<file path="src/rtl/lazy_seq_emit_ctrl.sv">
// Lazy-match sequence emit controller: owns the job head pointer,
// buffers summary results as sequences and streams them downstream.
module lazy_seq_emit_ctrl #(
   parameter int JOB_LEN_LOG2    = 16,
   parameter int SEQ_LL_BITS     = 17,
   parameter int SEQ_ML_BITS     = 16,
   parameter int SEQ_OFFSET_BITS = 24,
   parameter int FIFO_DEPTH      = 8
) (
   input  logic                       clk,
   input  logic                       rst,
   input  logic                       i_job_start,
   input  logic                       i_issue,
   output logic                       o_can_issue,
   output logic [JOB_LEN_LOG2-1:0]    o_seq_head_ptr,
   input  logic                       i_summary_done,
   input  logic [SEQ_LL_BITS-1:0]     i_summary_ll,
   input  logic [SEQ_ML_BITS-1:0]     i_summary_ml,
   input  logic [SEQ_OFFSET_BITS-1:0] i_summary_offset,
   input  logic                       i_summary_eoj,
   input  logic [SEQ_ML_BITS-1:0]     i_summary_overlap_len,
   input  logic                       i_move_to_next_job,
   input  logic [JOB_LEN_LOG2-1:0]    i_move_forward,
   output logic                       o_seq_valid,
   input  logic                       i_seq_ready,
   output logic [SEQ_LL_BITS-1:0]     o_seq_ll,
   output logic [SEQ_ML_BITS-1:0]     o_seq_ml,
   output logic [SEQ_OFFSET_BITS-1:0] o_seq_offset,
   output logic                       o_seq_eoj,
   output logic                       o_job_done,
   output logic                       o_protocol_err,
   output logic                       o_overflow_err
);

   localparam int CW = $clog2(FIFO_DEPTH);
   localparam logic [CW:0]   DEPTH_C = (CW+1)'(FIFO_DEPTH);
   localparam logic [CW:0]   CNT_ONE = (CW+1)'(1);
   localparam logic [CW-1:0] PTR_ONE = CW'(1);

   localparam logic [1:0] S_IDLE  = 2'd0;
   localparam logic [1:0] S_RUN   = 2'd1;
   localparam logic [1:0] S_DRAIN = 2'd2;

   typedef struct packed {
      logic [SEQ_LL_BITS-1:0]     ll;
      logic [SEQ_ML_BITS-1:0]     ml;
      logic [SEQ_OFFSET_BITS-1:0] offset;
      logic                       eoj;
   } seq_t;

   logic [1:0]              state;
   logic                    in_flight;
   logic [JOB_LEN_LOG2-1:0] head_ptr;
   logic [JOB_LEN_LOG2-1:0] carry_ptr;

   seq_t                    mem [FIFO_DEPTH];
   logic [CW-1:0]           wr_ptr;
   logic [CW-1:0]           rd_ptr;
   logic [CW:0]             count;

   logic in_idle;
   logic in_run;
   logic in_drain;
   logic fifo_full;
   logic pop;
   logic sum_ok;
   logic push;
   logic overflow;
   logic proto_err;
   seq_t new_seq;

   always_comb begin
      in_idle   = (state == S_IDLE);
      in_run    = (state == S_RUN);
      in_drain  = (state == S_DRAIN);
      fifo_full = (count == DEPTH_C);
      pop       = o_seq_valid && i_seq_ready;
      sum_ok    = in_run && i_summary_done && in_flight;
      // A full FIFO can still take a push when the head leaves this cycle.
      push      = sum_ok && (!fifo_full || pop);
      overflow  = sum_ok && fifo_full && !pop;
      proto_err = (in_idle && (i_summary_done || i_issue))
               || (in_drain && (i_summary_done || i_issue))
               || (!in_idle && i_job_start)
               || (in_run && i_issue && !o_can_issue)
               || (in_run && i_summary_done && !in_flight)
               || (sum_ok && (i_summary_eoj != i_move_to_next_job));
   end

   always_comb begin
      new_seq.ll     = i_summary_ll;
      new_seq.ml     = i_summary_ml;
      new_seq.offset = i_summary_offset;
      new_seq.eoj    = i_summary_eoj;
   end

   assign o_can_issue    = in_run && !in_flight && (count < DEPTH_C);
   assign o_seq_head_ptr = head_ptr;
   assign o_seq_valid    = (count != '0);
   assign o_job_done     = in_drain && (count == '0);
   assign o_seq_ll       = mem[rd_ptr].ll;
   assign o_seq_ml       = mem[rd_ptr].ml;
   assign o_seq_offset   = mem[rd_ptr].offset;
   assign o_seq_eoj      = mem[rd_ptr].eoj;

   always_ff @(posedge clk or posedge rst) begin
      if (rst) begin
         state     <= S_IDLE;
         head_ptr  <= '0;
         carry_ptr <= '0;
      end else begin
         case (state)
            S_IDLE: begin
               if (i_job_start) begin
                  head_ptr  <= carry_ptr;
                  carry_ptr <= '0;
                  state     <= S_RUN;
               end
            end
            S_RUN: begin
               if (sum_ok) begin
                  if (i_move_to_next_job) begin
                     carry_ptr <= i_summary_overlap_len[JOB_LEN_LOG2-1:0];
                     state     <= S_DRAIN;
                  end else begin
                     head_ptr <= head_ptr + i_move_forward;
                  end
               end
            end
            S_DRAIN: begin
               if (o_job_done) state <= S_IDLE;
            end
            default: state <= S_IDLE;
         endcase
      end
   end

   // An issue in the same cycle as a summary wins, so in_flight stays set.
   always_ff @(posedge clk or posedge rst) begin
      if (rst) begin
         in_flight <= 1'b0;
      end else if (in_idle) begin
         in_flight <= 1'b0;
      end else if (in_run && i_issue) begin
         in_flight <= 1'b1;
      end else if (sum_ok) begin
         in_flight <= 1'b0;
      end
   end

   always_ff @(posedge clk or posedge rst) begin
      if (rst) begin
         for (int i = 0; i < FIFO_DEPTH; i++) mem[i] <= '0;
         wr_ptr <= '0;
         rd_ptr <= '0;
         count  <= '0;
      end else begin
         if (push) begin
            mem[wr_ptr] <= new_seq;
            wr_ptr      <= wr_ptr + PTR_ONE;
         end
         if (pop) rd_ptr <= rd_ptr + PTR_ONE;
         case ({push, pop})
            2'b10:   count <= count + CNT_ONE;
            2'b01:   count <= count - CNT_ONE;
            default: count <= count;
         endcase
      end
   end

   always_ff @(posedge clk or posedge rst) begin
      if (rst) begin
         o_protocol_err <= 1'b0;
         o_overflow_err <= 1'b0;
      end else begin
         if (proto_err) o_protocol_err <= 1'b1;
         if (overflow)  o_overflow_err <= 1'b1;
      end
   end

endmodule

</file>
<file path="config.mk">
export PLATFORM = sky130hd
export DESIGN_NAME = lazy_seq_emit_ctrl
export DESIGN_NICKNAME = d
export VERILOG_FILES = /design/src/rtl/lazy_seq_emit_ctrl.sv
export SDC_FILE = /design/constraint.sdc
export NUM_CORES = 1
export LEC_CHECK = 0
export CAP_MARGIN = 20
export CORE_UTILIZATION = 55
export CTS_BUF_LIST = sky130_fd_sc_hd__clkbuf_16
export CTS_CLUSTER_SIZE = 12
export DETAILED_ROUTE_END_ITERATION = 16
export PLACE_DENSITY = 0.82
export SLEW_MARGIN = 20
export SYNTH_ARGS = -nofsm -noshare
export SYNTH_HDL_FRONTEND = slang
export SYNTH_SLANG_ARGS = --single-unit
</file>
<file path="constraint.sdc">
create_clock -name clk -period 23.6 [get_ports clk]
set_clock_uncertainty 0.15 [all_clocks]
set_input_delay 5.9 -clock clk [delete_from_list [all_inputs] [get_ports clk]]
set_output_delay 5.9 -clock clk [all_outputs]
set_load 0.01 [all_outputs]
</file>
==> flow_summary.toml <==
[cts]
cts.sinks = 511
cts.clk_slew.worst_paths_ns = 0.06
cts_root_buf = "clkbuf_16"
clock_path_buffers = 3
htreeDepth = 2
ctsHoldBuffers = 0
post_cts_resize_count = 0
post_cts_buffers = 0
cts_made_buffers = 55
clk_latency_ns = 0.60
tritoncts = "done"

[sta]
post-route-min-period_ns = 9.68
tns_ns = 0
max_slew_margin_pct = 37.0
report.final.slew_viol_count = 0
worst_pin_slew_ns = 0.945
finalSetupViolations = 0
fmax_mhz = 103
fin_crit_sh_pct = 41.0
final_hold_viol_count = 0
rsz0062_at_grt = "no"

[setup_path]
crit_start = "rd_ptr[1]$_DFFE_PP0P_"
cp-start-kind = "register"
slowest_stage = "dfrtp_4"
required_ns = 17.55
path_class = "register to output pin"
critPathArrivalTime_ns = 3.63
crit_family = "buffers and inverters"
worst-path-stages = 4
r2r_end = "mem[81]$_DFFE_PP0P_"
end_kind = "output pin"
r2r_slack_ns = 19.25
crit_fanout = 46
rr_startpoint = "state[0]$_DFFE_PP0P_"
crit_path_max_incr_delay_ns = 0.83
rr_worst_depth = 7
path_buf_inv = 2
crit_path_cell_trace = "buf_4, mux4_2, mux2_2, clkdlybuf4s50_1"
crit_path_end = "o_seq_offset[13]"

[final_layout]
final_cell_mix = "508 x dfrtp_1, 503 x mux2_2, 175 x clkdlybuf4s50_1"
nets = 1796
nFillCells = 3002
multi_input_area_sq_um = 10300
final_cells = 2263
final_core_util_pct = 64.9
synthToLayoutAreaGrowth_pct = 16.0
final_common_cell = "dfrtp_1"
seq_area_sq_um = 12800
drive_above_1_share_pct = 43.5
fin_area_sq_um = 27400

[synth]
synth_top_area_share_pct = 54.2
syn_nets = 1641
synth-seq-cells = 511
synth.area.top_cells = "dfrtp_1 54%, mux2_2 24%, mux4_2 11%, mux2_4 1.3%, nand2_1 1.0%"
netlist.top_cell.by_area = "dfrtp_1"
synth_edf_count = 0
synth.cell_area_sq_um = 23600
syn_area_per_cell_sq_um = 15.5
yosysWarnings = 0
yosysSeqAreaShare_pct = 54.2
ys.flop_type = "dfrtp_1"
synthCells = 1525
synthArstFlopShare_pct = 100
ys_types = 59

[global_routing]
grt_use_total_pct = 24.3
grt_pass1_wl_microns = 83200
grt_pass1_vias = 14837
grt_max_degree = 134
antenna_found_initial = 1
overflow = 0

[die]
dieArea_sq_um = 43700
core.rowCount = 75
die_x_microns = 209
start_util_pct = 56.0
fp.dieH_microns = 209
ios = 176
core_area_sq_um = 42100

[power]
p_per_area_nw_per_um2 = 132
p_leak_nw = 12.6
vdd_drop_max_uv = 74.7
p_total_mw = 3.61

[worst_hold_path]
hold_class = "register to register"
min_path_cells = 1

[placed_design]
portBuffers = 175
place_congestion = 0.881
dp_hpwl_microns = 29700
placed_area_sq_um = 25700
placed_cells = 2162

[routing]
routed_wl_microns = 50300
postRouteAntennaNets = 0
num_vias = 13606
wire_per_inst_microns = 22.2
first_pass_iters = 5
drtIter0Drc = 900
drc = 0
via_per_inst = 6.01

[job]
drv_cap = 0

[outcome]
status = "finished clean"
-- how the worst min path moves through the flow --
stage,slack (ns),endpoint,startpoint
6_report,0.33,o_protocol_err$_DFFE_PP0P_,o_protocol_err$_DFFE_PP0P_
5_1_grt,0.34,o_protocol_err$_DFFE_PP0P_,o_protocol_err$_DFFE_PP0P_
4_1_cts,0.33,o_protocol_err$_DFFE_PP0P_,o_protocol_err$_DFFE_PP0P_
3_5_place_dp,0.31,o_protocol_err$_DFFE_PP0P_,o_protocol_err$_DFFE_PP0P_
3_3_place_gp,0.31,carry_ptr[14]$_DFFE_PP0P_,carry_ptr[14]$_DFFE_PP0P_
2_1_floorplan,0.29,carry_ptr[14]$_DFFE_PP0P_,carry_ptr[14]$_DFFE_PP0P_
-- where the power goes --
group / total (mW) / switching [mW] / internal, mW
registers: 1.46 / 0.226 / 1.23
logic: 1.37 / 0.539 / 0.831
clock network: 0.781 / 0.343 / 0.438
-- layout make-up --
| type | count | area share, % |
|---|---|---|
| multi-input combinational | 908 | 37.6 |
| antenna | 1 | 0.00915 |
| tap | 539 | 2.46 |
| sequential | 511 | 46.8 |
| clock buffer | 56 | 5.12 |
| inverter | 4 | 0.0823 |
| timing repair buffer | 200 | 7.13 |
| clock inverter | 44 | 0.837 |
-- flip-flops by register name (all words and copies together), names as in the netlist --
signal / cells
carry_ptr: 16
count: 4
in_flight: 1
mem: 464
o_overflow_err: 1
o_protocol_err: 1
o_seq_head_ptr: 16
rd_ptr: 3
state: 2
wr_ptr: 3
-- synth_stat cells, types with 3 or more instances --
cell	n
dfrtp_1	511
buf_4	14
mux2_2	503
nand2_1	64
mux2_4	20
nand2b_1	3
nand4_1	4
nand3_1	13
buf_2	35
and3_1	8
nor3_1	9
clkbuf_1	28
buf_1	16
ha_1	18
a21oi_1	20
a31oi_1	8
xnor2_1	12
inv_1	4
nor2_1	26
o21ai_0	27
mux2i_1	3
a21o_1	8
buf_6	6
xor2_1	7
mux4_2	116
-- kinds of logic (layout without fill, tap and decap cells) --
| group | Yosys count | count (layout) | synth area share [%] |
|---|---|---|---|
| AND/OR/NAND/NOR | 144 | 144 | 2.93 |
| multiplexers | 643 | 643 | 36.6 |
| AO/OA/AOI/OAI | 83 | 83 | 2.14 |
| other | 0 | 1 | 0 |
| flip-flops | 511 | 511 | 54.2 |
| XOR/XNOR | 19 | 19 | 0.706 |
| adder cells (fa/ha/maj) | 19 | 19 | 1.04 |
| buffers and inverters | 106 | 304 | 2.39 |
-- layer usage --
layer	share of wire (%)	GRT usage, %	routed length [microns]	vias to the layer above
li1	-	-	-	5985
met1	44	33.4	22000	7280
met2	50	40.1	25200	255
met3	3.9	3.59	1940	86
met4	2.2	7.51	1120	0
met5	0	0	0	-
-- stage by stage --
step	worst slack, ns	hold WS [ns]
after global placement	14.02	0.308
after CTS	13.78	0.331
after floorplan	3.28	0.292
after detailed placement	13.97	0.307
final	13.92	0.327
after global routing	13.70	0.344
(Power assumes the default switching activity.)
